===== config.mk =====
export PLATFORM = sky130hd
export DESIGN_NAME = fetch_stage
export DESIGN_NICKNAME = d
export VERILOG_FILES = /design/src/rtl/fetch_stage.sv
export SDC_FILE = /design/constraint.sdc
export NUM_CORES = 1
export LEC_CHECK = 0
export ABC_AREA = 1
export BUFFER_PORTS_ARGS = -buffer_cell sky130_fd_sc_hd__buf_4
export CORE_ASPECT_RATIO = 0.7
export CORE_MARGIN = 4
export CORE_UTILIZATION = 30
export DETAILED_ROUTE_END_ITERATION = 16
export SYNTH_ARGS = -nofsm -noshare
export SYNTH_HDL_FRONTEND = slang
export SYNTH_SLANG_ARGS = --single-unit
export TNS_END_PERCENT = 20

===== constraint.sdc =====
create_clock -name clk -period 4.19 [get_ports clk]
set_input_delay 0.419 -clock clk [delete_from_list [all_inputs] [get_ports clk]]
set_output_delay 0.419 -clock clk [all_outputs]
set_load 0.01 [all_outputs]

===== src/rtl/fetch_stage.sv =====
// Instruction-fetch stage: PC register, next-PC select, IF/ID capture of the imem word.
// Latency: 1 cycle from pc to IF/ID (instruction memory is read combinationally).
// Backpressure: stall holds pc and IF/ID; a redirect overrides stall and flushes IF/ID.
//
// Ports:
//   clk, rst                    clock and synchronous active-high reset
//   stall                       hold pc and IF/ID this edge
//   redirect_valid/kind         resolved control transfer (00 branch, 01 J/JAL, 10 JR, 11 ignored)
//   redirect_pc4/imm/index/reg  operands for the target computation
//   imem_addr, imem_instr       word address out, instruction back (same cycle)
//   pc                          current program counter
//   if_instr/if_pc/if_pc4       IF/ID register contents
//   if_valid                    IF/ID holds a real instruction
//   addr_fault                  sticky fetch-address fault, cleared only by rst
module fetch_stage #(
  parameter logic [31:0] RESET_PC  = 32'h0040_0000,
  parameter logic [31:0] IMEM_BASE = 32'h0040_0000,
  parameter int          ADDR_W    = 11
) (
  input  logic              clk,
  input  logic              rst,
  input  logic              stall,
  input  logic              redirect_valid,
  input  logic [1:0]        redirect_kind,
  input  logic [31:0]       redirect_pc4,
  input  logic [15:0]       redirect_imm,
  input  logic [25:0]       redirect_index,
  input  logic [31:0]       redirect_reg,
  output logic [ADDR_W-1:0] imem_addr,
  input  logic [31:0]       imem_instr,
  output logic [31:0]       pc,
  output logic [31:0]       if_instr,
  output logic [31:0]       if_pc,
  output logic [31:0]       if_pc4,
  output logic              if_valid,
  output logic              addr_fault
);

  // Window size in bytes, held in 33 bits so a 30-bit word address still fits.
  localparam logic [32:0] WINDOW_BYTES = 33'd4 << ADDR_W;

  localparam logic [1:0] KIND_BRANCH = 2'b00;
  localparam logic [1:0] KIND_JUMP   = 2'b01;
  localparam logic [1:0] KIND_JR     = 2'b10;

  logic [31:0] offset;
  logic        fetch_ok;
  logic [31:0] pc_plus4;
  logic        redirect_take;
  logic [31:0] target;
  logic [31:0] branch_disp;

  // Byte offset into the instruction window; addresses below the base wrap
  // to huge values and so fail the window check below.
  assign offset    = pc - IMEM_BASE;
  assign imem_addr = offset[ADDR_W+1:2];
  assign fetch_ok  = (pc[1:0] == 2'b00) && ({1'b0, offset} < WINDOW_BYTES);
  assign pc_plus4  = pc + 32'd4;

  // Reserved kind 11 behaves exactly as if no redirect was presented.
  assign redirect_take = redirect_valid && (redirect_kind != 2'b11);

  assign branch_disp = {{14{redirect_imm[15]}}, redirect_imm, 2'b00};

  always_comb begin
    target = redirect_reg;
    case (redirect_kind)
      KIND_BRANCH: target = redirect_pc4 + branch_disp;
      KIND_JUMP:   target = {redirect_pc4[31:28], redirect_index, 2'b00};
      KIND_JR:     target = redirect_reg;
      default:     target = redirect_reg;
    endcase
  end

  always_ff @(posedge clk) begin
    if (rst) begin
      pc         <= RESET_PC;
      if_instr   <= 32'd0;
      if_pc      <= 32'd0;
      if_pc4     <= 32'd0;
      if_valid   <= 1'b0;
      addr_fault <= 1'b0;
    end else if (addr_fault) begin
      // Frozen until reset: nothing further is fetched or accepted.
      if_valid <= 1'b0;
    end else if (redirect_take) begin
      // No delay slot: whatever was fetched behind the transfer is squashed.
      pc       <= target;
      if_instr <= 32'd0;
      if_pc    <= 32'd0;
      if_pc4   <= 32'd0;
      if_valid <= 1'b0;
    end else if (stall) begin
      // Hold everything; stall never creates a bubble on its own.
    end else if (fetch_ok) begin
      if_instr <= imem_instr;
      if_pc    <= pc;
      if_pc4   <= pc_plus4;
      if_valid <= 1'b1;
      pc       <= pc_plus4;
    end else begin
      // Bad fetch: raise the sticky fault, keep pc pointing at the offender.
      addr_fault <= 1'b1;
      if_valid   <= 1'b0;
      if_instr   <= 32'd0;
    end
  end

endmodule

# After elaboration in Yosys (flattened, before gate mapping)
# Cells that the tools add are included.
[word_totals]
input_bits = 144
elab_cells = 38
reg_bits = 130
[op_classes]
n_eq_ne = 3
n_addsub = 3
order_cmp = 1
n_mux = 16
n_reduce_logical = 8
bitwise_logic = 1
[ops]
columns = ["op", "count"]
rows = [
  ["2-to-1 mux 32 bit", 10],
  ["case mux 32 bit (2 select lines)", 1],
  ["adder 32 x 3 -> 32 bit (second input constant)", 1],
  ["adder 32 bit", 1],
  ["< comparator 32 x 14 -> 1 bit (second input constant)", 1],
  ["subtractor 32 x 23 -> 32 bit (second input constant)", 1],
  ["2-to-1 mux 1 bit", 5],
  ["logical NOT 2 bit", 2],
  ["AND reduction 3 bit", 1],
  ["OR reduction 3 bit", 1],
  ["equality test 2 x 1 -> 1 bit (second input constant)", 1],
  ["logical AND 1 bit", 2],
  ["inequality test 2 x 1 -> 1 bit (second input constant)", 1],
  ["inequality test 2 bit (second input constant)", 1],
  ["AND reduction 2 bit", 1],
  ["nonzero test 2 bit", 1],
  ["NOT 1 bit", 1],
]

# Longest topological paths before layout
[logic_depth]
depth_word = 7
depth_mapped = 15
mapped_depth_nobuf = 15

# Least setup slack after synthesis
# No wires, ideal clock.
[synth_timing]
kind = "input port to flip-flop"
from = "in redirect_pc4[2]"
to = "reg pc[18]"
cell_stages = 13
setup_slack_ns = 2.165
arrival_time_ns = 1.907
cell_sequence = "ha_1 inv_1 fa_1 inv_1 nand3_1 nand3_1 nand2_1 nand2_1 nand2_1 a21boi_0 o21bai_1 a21oi_1 nor2_1"
[synth_between]
elab_chain_len = 3
[synth_lines]
columns = ["item", "line", "text"]
rows = [
  ["start: declaration", "25", "input logic [31:0] redirect_pc4,"],
  ["adder 32 bit", "68", "KIND_BRANCH: target = redirect_pc4 + branch_disp;"],
  ["case mux 32 bit (2 select lines)", "67", "case (redirect_kind)"],
  ["2-to-1 mux 32 bit", "86", "end else if (redirect_take) begin"],
  ["end signal: assignment", "88", "pc <= target;"],
  ["end signal: assignment", "100", "pc <= pc_plus4;"],
  ["end: declaration", "31", "output logic [31:0] pc,"],
]
# No other way between the ends.
# A chain may end at the register's enable or synchronous reset.

# Final worst setup path
[layout_timing]
from = "reg pc[22]"
to = "reg pc[7]"
[layout_between]
elab_chain_len = 5
[layout_lines]
columns = ["item", "line", "text"]
rows = [
  ["subtractor 32 x 23 -> 32 bit", "55", "assign offset = pc - IMEM_BASE;"],
  ["< comparator 32 x 14 -> 1 bit", "57", "assign fetch_ok = (pc[1:0] == 2'b00) && ({1'b0, offset} < WINDOW_BYTES);"],
  ["logical AND 1 bit", "57", ""],
  ["nonzero test 2 bit (no source line)", "--", ""],
  ["AND reduction 3 bit (no source line)", "--", ""],
]
# No other way between the ends.

==> impl_metrics.toml <==
[power_and_ir_drop]
sw_frac_of_total_pct = 32.94
peakVddDrop_uv = 291.3
power.density_nw_per_um2 = 368.2
power_frac_seq_pct = 36.0
p_int_mw = 2.567
switchingPower_mw = 1.261
p_leak_nw = 5.193
clockPowerShare_pct = 38.4
comb_power_share_pct = 25.6

[drt]
dr.pass1.iters = 5
postRouteAntennaNets = 0
drc = 0
via_per_inst = 4.773
num_vias = 8481
post_drt_wl_per_cell_um = 15.47
drt_iter0_drc = 623
drt-total-wl_um = 27490

[timing]
grt_setup_unrepaired = "false"
setup_ws_ns = 1.503
hold_viol = 0
setup_viol_count_final = 0
finalCritPeriodShare_pct = 64.13
fin_crit_ns = 2.687
worst_pin_slew_ns = 1.179
fin_worst_skew_ns = 0.009671
max_freq_mhz = 372.2
maxSlewViolCount = 0
tns_ns = 0
slew-limit-headroom_pct = 20.90

[logic_synthesis]
syn_nets = 1371
ys_top_cells_by_area = "dfxtp_1 (34%), nand2_1 (19%), a21oi_1 (6.9%), inv_1 (6.6%), nor2_1 (6.5%)"
synth_seq_cells = 128
synth_largest_area_cell = "dfxtp_1"
ys_seq_area_share_pct = 33.88
netlist-cell-type-count = 37
syn_inst = 1196
synth_warnings = 0
syn_avg_cell_area_um2 = 6.324
syn_area_um2 = 7564
netlist.area_leader.share_pct = 33.88

[placed_design]
post-dp-hpwl_um = 21430
pre_cts_ws_ns = 1.220
placed_cell_area_um2 = 9809
io_buffers = 284
globalplace.congestion = 0.9322

[grt]
grt_pass1_wl_um = 42200
grt_max_degree = 83
grt_usage_pct = 18.86
grt-ovfl-total = 0
grt_pass1_vias = 7793
antenna_found_initial = 0

[clock_tree]
post_cts_buffers = 0
cts.clk_slew.worst_paths_ns = 0.06
htree_levels = 4
cts_hold_buf = 0
root_buffer = "clkbuf_16"
worstSkewPairLatency_ns = 0.41
clk_path_buf_depth = 2
cts_tree = "built"
clock-sinks = 128
cts-resized-gates = 0
cts_made_buffers = 17

[worst_setup_path]
path_max_fanout = 60
path_class = "register to register"
crit_path_end_kind = "register"
critPathLaunch = "pc[22]"
r2r_cells = 8
start_kind = "register"
reg2reg_from = "pc[22]"
r2r_setup_slack_ns = 1.50
crit_arrival_ns = 2.97
reg2reg_to = "pc[7]"
required_ns = 4.47

[layout]
fin_nets = 1614
syn2layout_area_growth_pct = 37.45
drive_gt1_share_pct = 23.42
final_area_um2 = 10400
antennaDiodeCount = 0

[floorplanning]
initial_utilization_pct = 30.57
core_area_um2 = 24740
rows = 48
num_io_pins = 285
die_x_um = 197.8
die_h_um = 140.8
die_area_um2 = 27860

[hold_path]
holdPathStages = 3
hold_path_end = "if_instr[20]"
worstHoldStart = "imem_instr[20]"
hold_class = "primary input to register"

[run]
max-cap-violations = 0

[run_status]
status = "finished clean"
-- area by class of cell --
type / count / area (um^2)
fillers: 2676 / 14350
well taps: 325 / 406.6
clock inverters: 15 / 161.4
repair buffers: 290 / 2177
clock buffers: 17 / 425.4
multi-input cells: 868 / 4160
inverters: 134 / 503.0
flip-flops and latches: 128 / 2562
-- how the worst max path moves through the flow --
stage / endpoint / slack (ns)
after CTS: pc[7] / 1.44
after global placement: if_valid / 1.26
after floorplan: pc[18] / 2.17
after detailed placement: if_valid / 1.22
final: pc[7] / 1.50
after global routing: pc[7] / 1.25
-- metal layers --
metal / track usage, % / vias to the layer above / share of wire [%]
met5: 0 / - / 0
met4: 4.455 / 0 / 1.7
met3: 5.136 / 24 / 9.3
met2: 27.80 / 332 / 42
met1: 27.37 / 3800 / 47
li1: - / 4325 / -
-- registers in the layout, indices dropped and copies added (netlist names) --
| name | flops |
|---|---|
| if_valid | 1 |
| if_instr | 32 |
| if_pc4 | 30 |
| if_pc | 32 |
| pc | 32 |
| addr_fault | 1 |
-- cell usage in the layout (no fill, tap or decap), types with 2 or more instances in the layout --
master        n
a21oi_1     105
a22o_1       15
a22oi_1       2
a31oi_1       2
buf_4       290
bufinv_16     2
clkbuf_16    17
clkinv_2      2
clkinv_4      5
clkinvlp_4    4
dfxtp_1     128
ha_1         30
inv_1       132
inv_6         2
nand2_1     375
nand2_2       2
nand3_1      75
nand3b_1      2
nand4_1      39
nor2_1      129
nor3_1        8
nor3_2        2
o21ai_0      47
o21ai_1       7
o21bai_1      6
or2_2         8
xor2_1        2
-- critical path, stage by stage (launching register included) --
cell and delay [ns]:
dfxtp_1 0.41, nor2_1 0.08, xor2_1 0.14, nor2_1 0.26
nand4_2 0.26, nand2_1 0.14, nand2_2 0.64, a21oi_1 0.50
a21oi_1 0.11
-- cells by family after synthesis --
group	count (synthesis)	synth area share [%]
XOR/XNOR	2	0.2316
flip-flops	128	33.88
buffers and inverters	200	11.22
AO/OA/AOI/OAI	189	13.86
adder cells (fa/ha/maj)	31	5.227
AND/OR/NAND/NOR	646	35.58
-- metrics by stage --
stage / hold slack (ns) / utilization, % / power (mW) / std cells
after floorplan: 0.4639 / - / 1.973 / 1196
after global placement: 0.4281 / 39.64 / 2.375 / 1745
after detailed placement: 0.4286 / 39.64 / 2.385 / 1745
after CTS: 0.2634 / 42.02 / 3.869 / 1777
after global routing: 0.2720 / 42.02 / 4.054 / 1777
final: 0.2808 / 42.02 / 3.828 / 1777
-- cell usage after synthesis, drive strengths merged --
library cell and count:
inv 133, nand4 40, nor4 2, a22o 15, a21boi 1, nand3 75
and2 1, o21bai 6, or2 9, o21ai 54, a22oi 2, nand3b 2
a21o 1, o2111ai 1, a21oi 107, a31oi 2, clkbuf 39, fa 1
clkinv 1, nor2 130, nand2 377, ha 30, buf 27, xor2 2
dfxtp 128, nor3 10
-- power by group through the flow --
stage	Clock (mW)	Sequential, mW	Combinational [mW]
2_1_floorplan	0	1.41	0.566
3_3_place_gp	0	1.41	0.970
3_5_place_dp	0	1.40	0.981
4_1_cts	1.51	1.38	0.984
5_1_grt	1.57	1.39	1.10
6_report	1.47	1.38	0.981
Note: power is estimated with default switching activity, not from simulation.
